**config.mk**
```make
export PLATFORM = sky130hd
export DESIGN_NAME = id_ex_stage
export DESIGN_NICKNAME = d
export VERILOG_FILES = /design/src/rtl/id_ex_stage.sv
export SDC_FILE = /design/constraint.sdc
export NUM_CORES = 1
export LEC_CHECK = 0
export CORE_MARGIN = 10
export CORE_UTILIZATION = 47
export CTS_CLUSTER_DIAMETER = 100
export CTS_CLUSTER_SIZE = 30
export DETAILED_ROUTE_END_ITERATION = 10
export HOLD_SLACK_MARGIN = 0.03
export PLACE_DENSITY = 0.86
export RECOVER_POWER = 100
export SYNTH_ARGS = -nofsm -noshare
export SYNTH_HDL_FRONTEND = slang
export SYNTH_SLANG_ARGS = --single-unit
```
**constraint.sdc**
```tcl
create_clock -name clk -period 3.3 [get_ports clk]
set_input_delay 0.495 -clock clk [delete_from_list [all_inputs] [get_ports clk]]
set_output_delay 0.495 -clock clk [all_outputs]
set_load 0.02 [all_outputs]
```
**src/rtl/id_ex_stage.sv**
```systemverilog
// Decode/issue stage feeding the ALU: decodes RV32I, forwards operands from
// EX/MEM and MEM/WB, inserts a bubble on load-use, and registers ALU inputs.
module id_ex_stage #(
  parameter int XLEN   = 32,
  parameter int REG_AW = 5
) (
  input  logic              clk,
  input  logic              rst_n,
  input  logic              in_valid,
  output logic              in_ready,
  input  logic [31:0]       instr,
  input  logic [XLEN-1:0]   pc,
  input  logic [XLEN-1:0]   rs1_data,
  input  logic [XLEN-1:0]   rs2_data,
  input  logic              stall,
  input  logic              flush,
  input  logic              fwd1_valid,
  input  logic [REG_AW-1:0] fwd1_rd,
  input  logic [XLEN-1:0]   fwd1_data,
  input  logic              fwd2_valid,
  input  logic [REG_AW-1:0] fwd2_rd,
  input  logic [XLEN-1:0]   fwd2_data,
  output logic              out_valid,
  output logic [1:0]        aluop,
  output logic [9:0]        funccode,
  output logic [XLEN-1:0]   alu_a,
  output logic [XLEN-1:0]   alu_b,
  output logic [XLEN-1:0]   store_data,
  output logic [REG_AW-1:0] out_rd,
  output logic [XLEN-1:0]   out_pc,
  output logic              mem_read,
  output logic              mem_write,
  output logic              branch,
  output logic              reg_write,
  output logic              illegal
);

  localparam logic [6:0] OP_R      = 7'b0110011;
  localparam logic [6:0] OP_I      = 7'b0010011;
  localparam logic [6:0] OP_LOAD   = 7'b0000011;
  localparam logic [6:0] OP_STORE  = 7'b0100011;
  localparam logic [6:0] OP_BRANCH = 7'b1100011;

  logic [6:0]        opcode;
  logic [2:0]        funct3;
  logic [REG_AW-1:0] rs1, rs2, rd;
  logic [XLEN-1:0]   imm_i, imm_s;
  logic [XLEN-1:0]   op_a, op_b2;

  assign opcode = instr[6:0];
  assign funct3 = instr[14:12];
  assign rs1    = REG_AW'(instr[19:15]);
  assign rs2    = REG_AW'(instr[24:20]);
  assign rd     = REG_AW'(instr[11:7]);
  assign imm_i  = {{(XLEN-12){instr[31]}}, instr[31:20]};
  assign imm_s  = {{(XLEN-12){instr[31]}}, instr[31:25], instr[11:7]};

  // EX/MEM wins over MEM/WB; x0 always reads the register file value.
  function automatic logic [XLEN-1:0] fwd_sel(
    input logic [REG_AW-1:0] rs,
    input logic [XLEN-1:0]   rdata,
    input logic              f1v,
    input logic [REG_AW-1:0] f1rd,
    input logic [XLEN-1:0]   f1d,
    input logic              f2v,
    input logic [REG_AW-1:0] f2rd,
    input logic [XLEN-1:0]   f2d
  );
    if (f1v && f1rd == rs && rs != '0)      return f1d;
    else if (f2v && f2rd == rs && rs != '0) return f2d;
    else                                    return rdata;
  endfunction

  assign op_a  = fwd_sel(rs1, rs1_data, fwd1_valid, fwd1_rd, fwd1_data,
                         fwd2_valid, fwd2_rd, fwd2_data);
  assign op_b2 = fwd_sel(rs2, rs2_data, fwd1_valid, fwd1_rd, fwd1_data,
                         fwd2_valid, fwd2_rd, fwd2_data);

  logic              d_legal, d_use2, d_mr, d_mw, d_br, d_rw;
  logic [1:0]        d_aluop;
  logic [9:0]        d_func;
  logic [XLEN-1:0]   d_b;
  logic [REG_AW-1:0] d_rd;

  always_comb begin
    d_legal = 1'b1;
    d_use2  = 1'b0;
    d_mr    = 1'b0;
    d_mw    = 1'b0;
    d_br    = 1'b0;
    d_rw    = 1'b0;
    d_aluop = 2'd0;
    d_func  = {7'b0, funct3};
    d_b     = imm_i;
    d_rd    = '0;
    case (opcode)
      OP_R: begin
        d_aluop = 2'd2;
        d_func  = {instr[31:25], funct3};
        d_b     = op_b2;
        d_use2  = 1'b1;
        d_rw    = 1'b1;
        d_rd    = rd;
      end
      OP_I: begin
        d_aluop = 2'd2;
        d_rw    = 1'b1;
        d_rd    = rd;
      end
      OP_LOAD: begin
        d_mr = 1'b1;
        d_rw = 1'b1;
        d_rd = rd;
      end
      OP_STORE: begin
        d_b    = imm_s;
        d_use2 = 1'b1;
        d_mw   = 1'b1;
      end
      OP_BRANCH: begin
        d_aluop = 2'd1;
        d_b     = op_b2;
        d_use2  = 1'b1;
        d_br    = 1'b1;
      end
      default: begin
        d_legal = 1'b0;
        d_func  = '0;
      end
    endcase
  end

  // The load in the output register cannot forward its data yet.
  logic hazard;
  assign hazard = in_valid & out_valid & mem_read & (out_rd != '0) &
                  ((d_legal & (rs1 == out_rd)) | (d_use2 & (rs2 == out_rd)));
  assign in_ready = ~stall & ~hazard;

  // valid/ready: an instruction is consumed on an edge where in_valid and
  // in_ready are both high; otherwise upstream holds it unchanged.
  always_ff @(posedge clk or negedge rst_n) begin
    if (!rst_n) begin
      out_valid  <= 1'b0;
      aluop      <= '0;
      funccode   <= '0;
      alu_a      <= '0;
      alu_b      <= '0;
      store_data <= '0;
      out_rd     <= '0;
      out_pc     <= '0;
      mem_read   <= 1'b0;
      mem_write  <= 1'b0;
      branch     <= 1'b0;
      reg_write  <= 1'b0;
      illegal    <= 1'b0;
    end else if (flush || (!stall && (hazard || !in_valid))) begin
      out_valid <= 1'b0;
      aluop     <= '0;
      funccode  <= '0;
      out_rd    <= '0;
      mem_read  <= 1'b0;
      mem_write <= 1'b0;
      branch    <= 1'b0;
      reg_write <= 1'b0;
      illegal   <= 1'b0;
    end else if (!stall) begin
      out_valid  <= d_legal;
      illegal    <= ~d_legal;
      aluop      <= d_aluop;
      funccode   <= d_func;
      alu_a      <= op_a;
      alu_b      <= d_b;
      store_data <= op_b2;
      out_rd     <= d_rd;
      out_pc     <= pc;
      mem_read   <= d_mr;
      mem_write  <= d_mw;
      branch     <= d_br;
      reg_write  <= d_rw;
    end
  end

endmodule

```
# After elaboration in Yosys (flattened, before gate mapping)
# Cells that the tools add are included.
[word_totals]
reg_bits = 151
out_inout_bits = 152
[op_classes]
bitwise_logic = 12
n_eq_ne = 12
reduce_logical = 23
n_mux = 32
[ops]
columns = ["op", "count"]
rows = [
  ["32-bit 2-to-1 mux", 4],
  ["32-bit one-hot mux with 2 select lines", 1],
  ["5-bit equality test", 6],
  ["10-bit 2-to-1 mux", 2],
  ["10-bit one-hot mux with 2 select lines", 1],
  ["1-bit 2-to-1 mux", 18],
  ["5-bit 2-to-1 mux", 3],
  ["5-bit nonzero test", 3],
  ["7-bit by 6-bit equality test with 1-bit output (second input constant)", 2],
  ["1-bit logical AND", 9],
  ["1-bit AND", 7],
  ["7-bit by 2-bit equality test with 1-bit output (second input constant)", 1],
  ["7-bit by 5-bit equality test with 1-bit output (second input constant)", 1],
  ["7-bit equality test (second input constant)", 1],
  ["3-bit OR reduction", 2],
  ["5-bit OR reduction", 1],
  ["2-bit 2-to-1 mux", 2],
  ["1-bit inverter", 4],
  ["2-bit one-hot mux with 2 select lines", 1],
  ["2-bit OR reduction", 2],
  ["4-bit OR reduction", 1],
  ["1-bit zero test", 2],
  ["1-bit logical OR", 2],
  ["2-bit by 1-bit != test with 1-bit output (second input constant)", 1],
  ["other kinds (2)", 2],
]

# Logic depth before layout (Yosys ltp)
[logic_depth]
depth_word = 11
depth_mapped = 8
ltp_nobuf = 5

# Worst setup path before layout
# OpenSTA, ideal clock, no wires.
[synth_timing]
path_kind = "in2out"
startpoint = "in instr[15]"
endpoint = "out in_ready"
slack_ns = 0.839
t_arrival_ns = 1.966
path_stages = 7
path_buffers = 2
path_cell_list = "buf_2 -> xor2_1 -> a2111oi_2 -> a32o_1 -> and2_1 -> clkbuf_1 -> nor2_1"
[synth_between]
elab_chain_cells = 6
[synth_lines]
columns = ["element", "line", "source"]
rows = [
  ["start, declared", "11", "input logic [31:0] instr,"],
  ["5-bit equality test", "136", "((d_legal & (rs1 == out_rd)) | (d_use2 & (rs2 == out_rd)));"],
  ["1-bit AND", "136", ""],
  ["1-bit bitwise OR", "136", ""],
  ["1-bit AND", "135", "assign hazard = in_valid & out_valid & mem_read & (out_rd != '0) &"],
  ["1-bit inverter", "137", "assign in_ready = ~stall & ~hazard;"],
  ["1-bit AND", "137", ""],
  ["end, declared", "10", "output logic in_ready,"],
]
# Every way passes these cells.

# Final worst setup path
[layout_timing]
startpoint = "in instr[4]"
endpoint = "reg store_data[15]"
[layout_between]
elab_chain_cells = 11
[layout_lines]
columns = ["element", "line", "source"]
rows = [
  ["7-bit by 2-bit equality test with 1-bit output, or another cell as far along", "96", "case (opcode)"],
  ["5-bit OR reduction (no source line) / 3-bit OR reduction (equally long branches)", "n/a", ""],
  ["1-bit 2-to-1 mux", "96", ""],
  ["1-bit AND", "136", ""],
  ["1-bit bitwise OR (*)", "136", ""],
  ["1-bit AND (*)", "135", ""],
  ["1-bit logical OR (*)", "156", "end else if (flush || (!stall && (hazard || !in_valid))) begin"],
  ["1-bit logical AND (*)", "156", ""],
  ["1-bit logical OR (*)", "156", ""],
  ["1-bit inverter (no source line) (*)", "n/a", ""],
  ["2-bit AND reduction (no source line) (*)", "n/a", ""],
  ["end signal, assigned", "173", "store_data <= op_b2;"],
  ["end, declared", "28", "output logic [XLEN-1:0] store_data,"],
]
# Every way passes the cells marked *; elsewhere a longest branch is shown, timed or not.
# A chain may end at the register's enable or synchronous reset.

==> impl_results.md <==
- Hpwl dp: between 20000 and 30000 um
- Slowest CP cell: dlygate4sd3_1
- CP Data Required Time: roughly 3600 ps
- Total GRT Usage: 0.298
- First-pass GRT wire length: 55700 um
- Post-synth EDFFs: 0
- Root buffer cell: clkbuf_16
- Yosys top cell by area: dfrtp_1
- Die width: about 150 um
- Initial antenna violation count: 6
- Detailed Route Iter0 Violations: approximately 910
- Vias per inst: 6.40
- Drt drc: 0
- Yosys reg bits: 150
- CTS Hold Buffers Added: 0
- Area contributors post-synth: dfrtp_1 (45%), mux2_2 (11%), a31oi_1 (7.2%)
- Clock Sink Count: 150
- Total power: about 6.4 mW
- Post-DP Area: between 10000 and 15000 um2
- Status: finished, violations left
- Worst-path clk slew: about 60 ps
- Critical Path End Type: flip-flop
- Pins Over Slew Limit: 67
- CTS max path bufs: 2
- ANT nets after route: 0
- Worst vdd ir: 0.354 mV
- Post-route clock skew: 13.0 ps
- Rel. slew slack: -0.175
- Power per cell area: slightly below 500 nW/um2
- Total CTS buffers: 17
- Actual slew at the worst max-slew pin: roughly 1800 ps
- RePlAce Congestion: a little under 1
- Count of final hold-check violations: 0
- Ports: 361
- Cts repair resizes: 0
- Die height: ~150 um
- Max incr delay on CP: 650 ps
- GR peak layer: met2
- Post-synth ARST share: 1.00
- Post-Layout Cell Count: 1384
- Via Count: around 9k
- GR met3 Demand/Resource: 0.0987
- Place WS: 278 ps
- Clock power frac: 0.314
- Critical path, cell by cell: dlygate4sd3_1, nand2b_4, a2111oi_2, a32o_1, clkbuf_1, a21oi_4, clkbuf_4, mux2_2
- Switching power share of the total: 0.332
- Core Util, Final: 0.738
- HP Class: flip-flop to flip-flop
- Inst Count DP: roughly 1.3k
- RSZ-0062 raised after global routing: no
- Post-Syn Instances: 813
- Failing checks: max-capacitance violations, max-slew violations
- Synthesized Nets: roughly 1k
- Seq pwr share: 0.364
- Pre-antenna DRT Iters: 6
- Clk Latency, worst-skew pair: 430 ps
- Synth unique cells: 48
- CP Data Arrival Time: 3460 ps
- Worst setup SP type: input pin
- Tmin final: 3160 ps
- Postcts setup bufs: 0
- Most common cell after layout, fill and taps aside: clkdlybuf4s50_1
- Vias in the first global route: 9006
- Die Area: around 24000 um2
- Final worst setup slack: ~140 ps
- Largest net degree at the start of global routing: about 80
- Mapped Area: roughly 8400 um2
- Setup TNS: 0 ps
- Post-synthesis sequential area ratio: 0.448
- # nets final: 1349
- P_int: 4.24 mW
- H-tree levels: 4
- Psw: ~2.1 mW
- Most frequent cells in the layout: clkdlybuf4s50_1 (207), dlygate4sd3_1 (152), dfrtp_1 (150)
- Port Buf Inserts: 360
- Comb pwr share: 0.322
- Share of post-route cells with drive strength above 1: 0.140
- Met2 usage: 0.485
- WL/cell: ~27 um
- Finished Cell Area: approximately 13000 um2
- Grt ovf: 0
- Hold Slack: roughly 480 ps
- CTS tree: built
- Synth Warn #: 0
- Crit share post-route: 0.958
- Crit Path Max Fanout: between 70 and 80
- Max-Cap Viols: 1
- # rows: 48
- Core area: 17400 um2
- Top FF cell, synth: dfrtp_1
- Drt total wl: between 30000 and 40000 um
- Fmax: ~0.32 GHz
- Synthesis-to-finish area growth: 53.3%
- Post-synth top area share: 0.448
- Initial core utilization: 0.481
- GR Layer Usage met1: 0.347
- P_leak: a little under 5 nW
- Setup-failing EPs final: 0
- CP Class: input pin to flip-flop
- Syn avg cell area: roughly 10 um2
-- sequential cells by signal, indices dropped and copies added, names as in the netlist, 2 cells and up --
signal / cells
out_pc: 32
aluop: 2
alu_a: 32
store_data: 32
out_rd: 5
alu_b: 32
funccode: 10
-- logic make-up after synthesis --
group,count (synthesis),synth area share
buffers and inverters,88,0.0488
DFF,150,0.448
and+or+nand+nor,177,0.117
xor gates and xnor gates,32,0.0334
muxes,96,0.129
AOI/OAI and AO/OA,270,0.224
-- final timing paths --
check	slack (ps)	endpoint	depth (start not counted)	from
max	140	store_data[15]	8	instr[4]
min	480	out_pc[17]	1	out_pc[17]
max reg2reg	420	store_data[15]	7	out_rd[0]
min reg2reg	480	out_pc[17]	1	out_pc[17]
max in group asynchronous	1240	out_pc[29]	2	rst_n
min in group asynchronous	510	alu_a[11]	1	rst_n
-- per-layer routing --
layer,part of all wire,wire length (um)
met5,0,0
met2,0.48,17500
met1,0.37,13500
met3,0.11,4040
met4,0.047,1710
-- worst max-delay path, delay by kind of cell --
family | cells | cell delay, ps
buffers and inverters | 3 | 1520
multiplexers | 1 | 500
AND/OR/NAND/NOR | 1 | 220
AO/OA/AOI/OAI | 3 | 660
-- cell type report --
class	instances	area, um2
fill	1230	4570
multi-input combinational	575	4270
timing repair buffer	396	3930
sequential	150	3750
clock buffer	17	425
tap	225	282
clock inverter	15	169
antenna	6	15.0
-- cells in the mapped netlist (3+ instances only) --
cell type	n
dfrtp_1	150
a31oi_1	96
mux2_2	80
nor3_1	67
nand3_1	65
clkbuf_1	41
o21ai_0	37
buf_2	34
o31ai_1	33
o21ai_1	27
o22a_1	21
xor2_1	18
mux2_1	16
and3_1	14
xnor2_1	14
a22o_1	13
o32a_1	11
a32o_1	8
a21o_1	6
a221o_1	6
buf_4	6
clkbuf_2	5
nor2_1	5
nand2_1	4
a21oi_1	3
and2_1	3
nor2b_1	3
o211ai_2	3
-- power groups by stage --
stage	clock network, mW	registers, mW	logic (mW)
global route	2.10	2.35	2.15
finish	2.00	2.31	2.04
CTS	2.03	2.33	2.16
global placement	0	2.34	2.13
detailed placement	0	2.36	2.15
floorplan	0	2.72	0.534
Note: power is estimated with default switching activity, not from simulation.
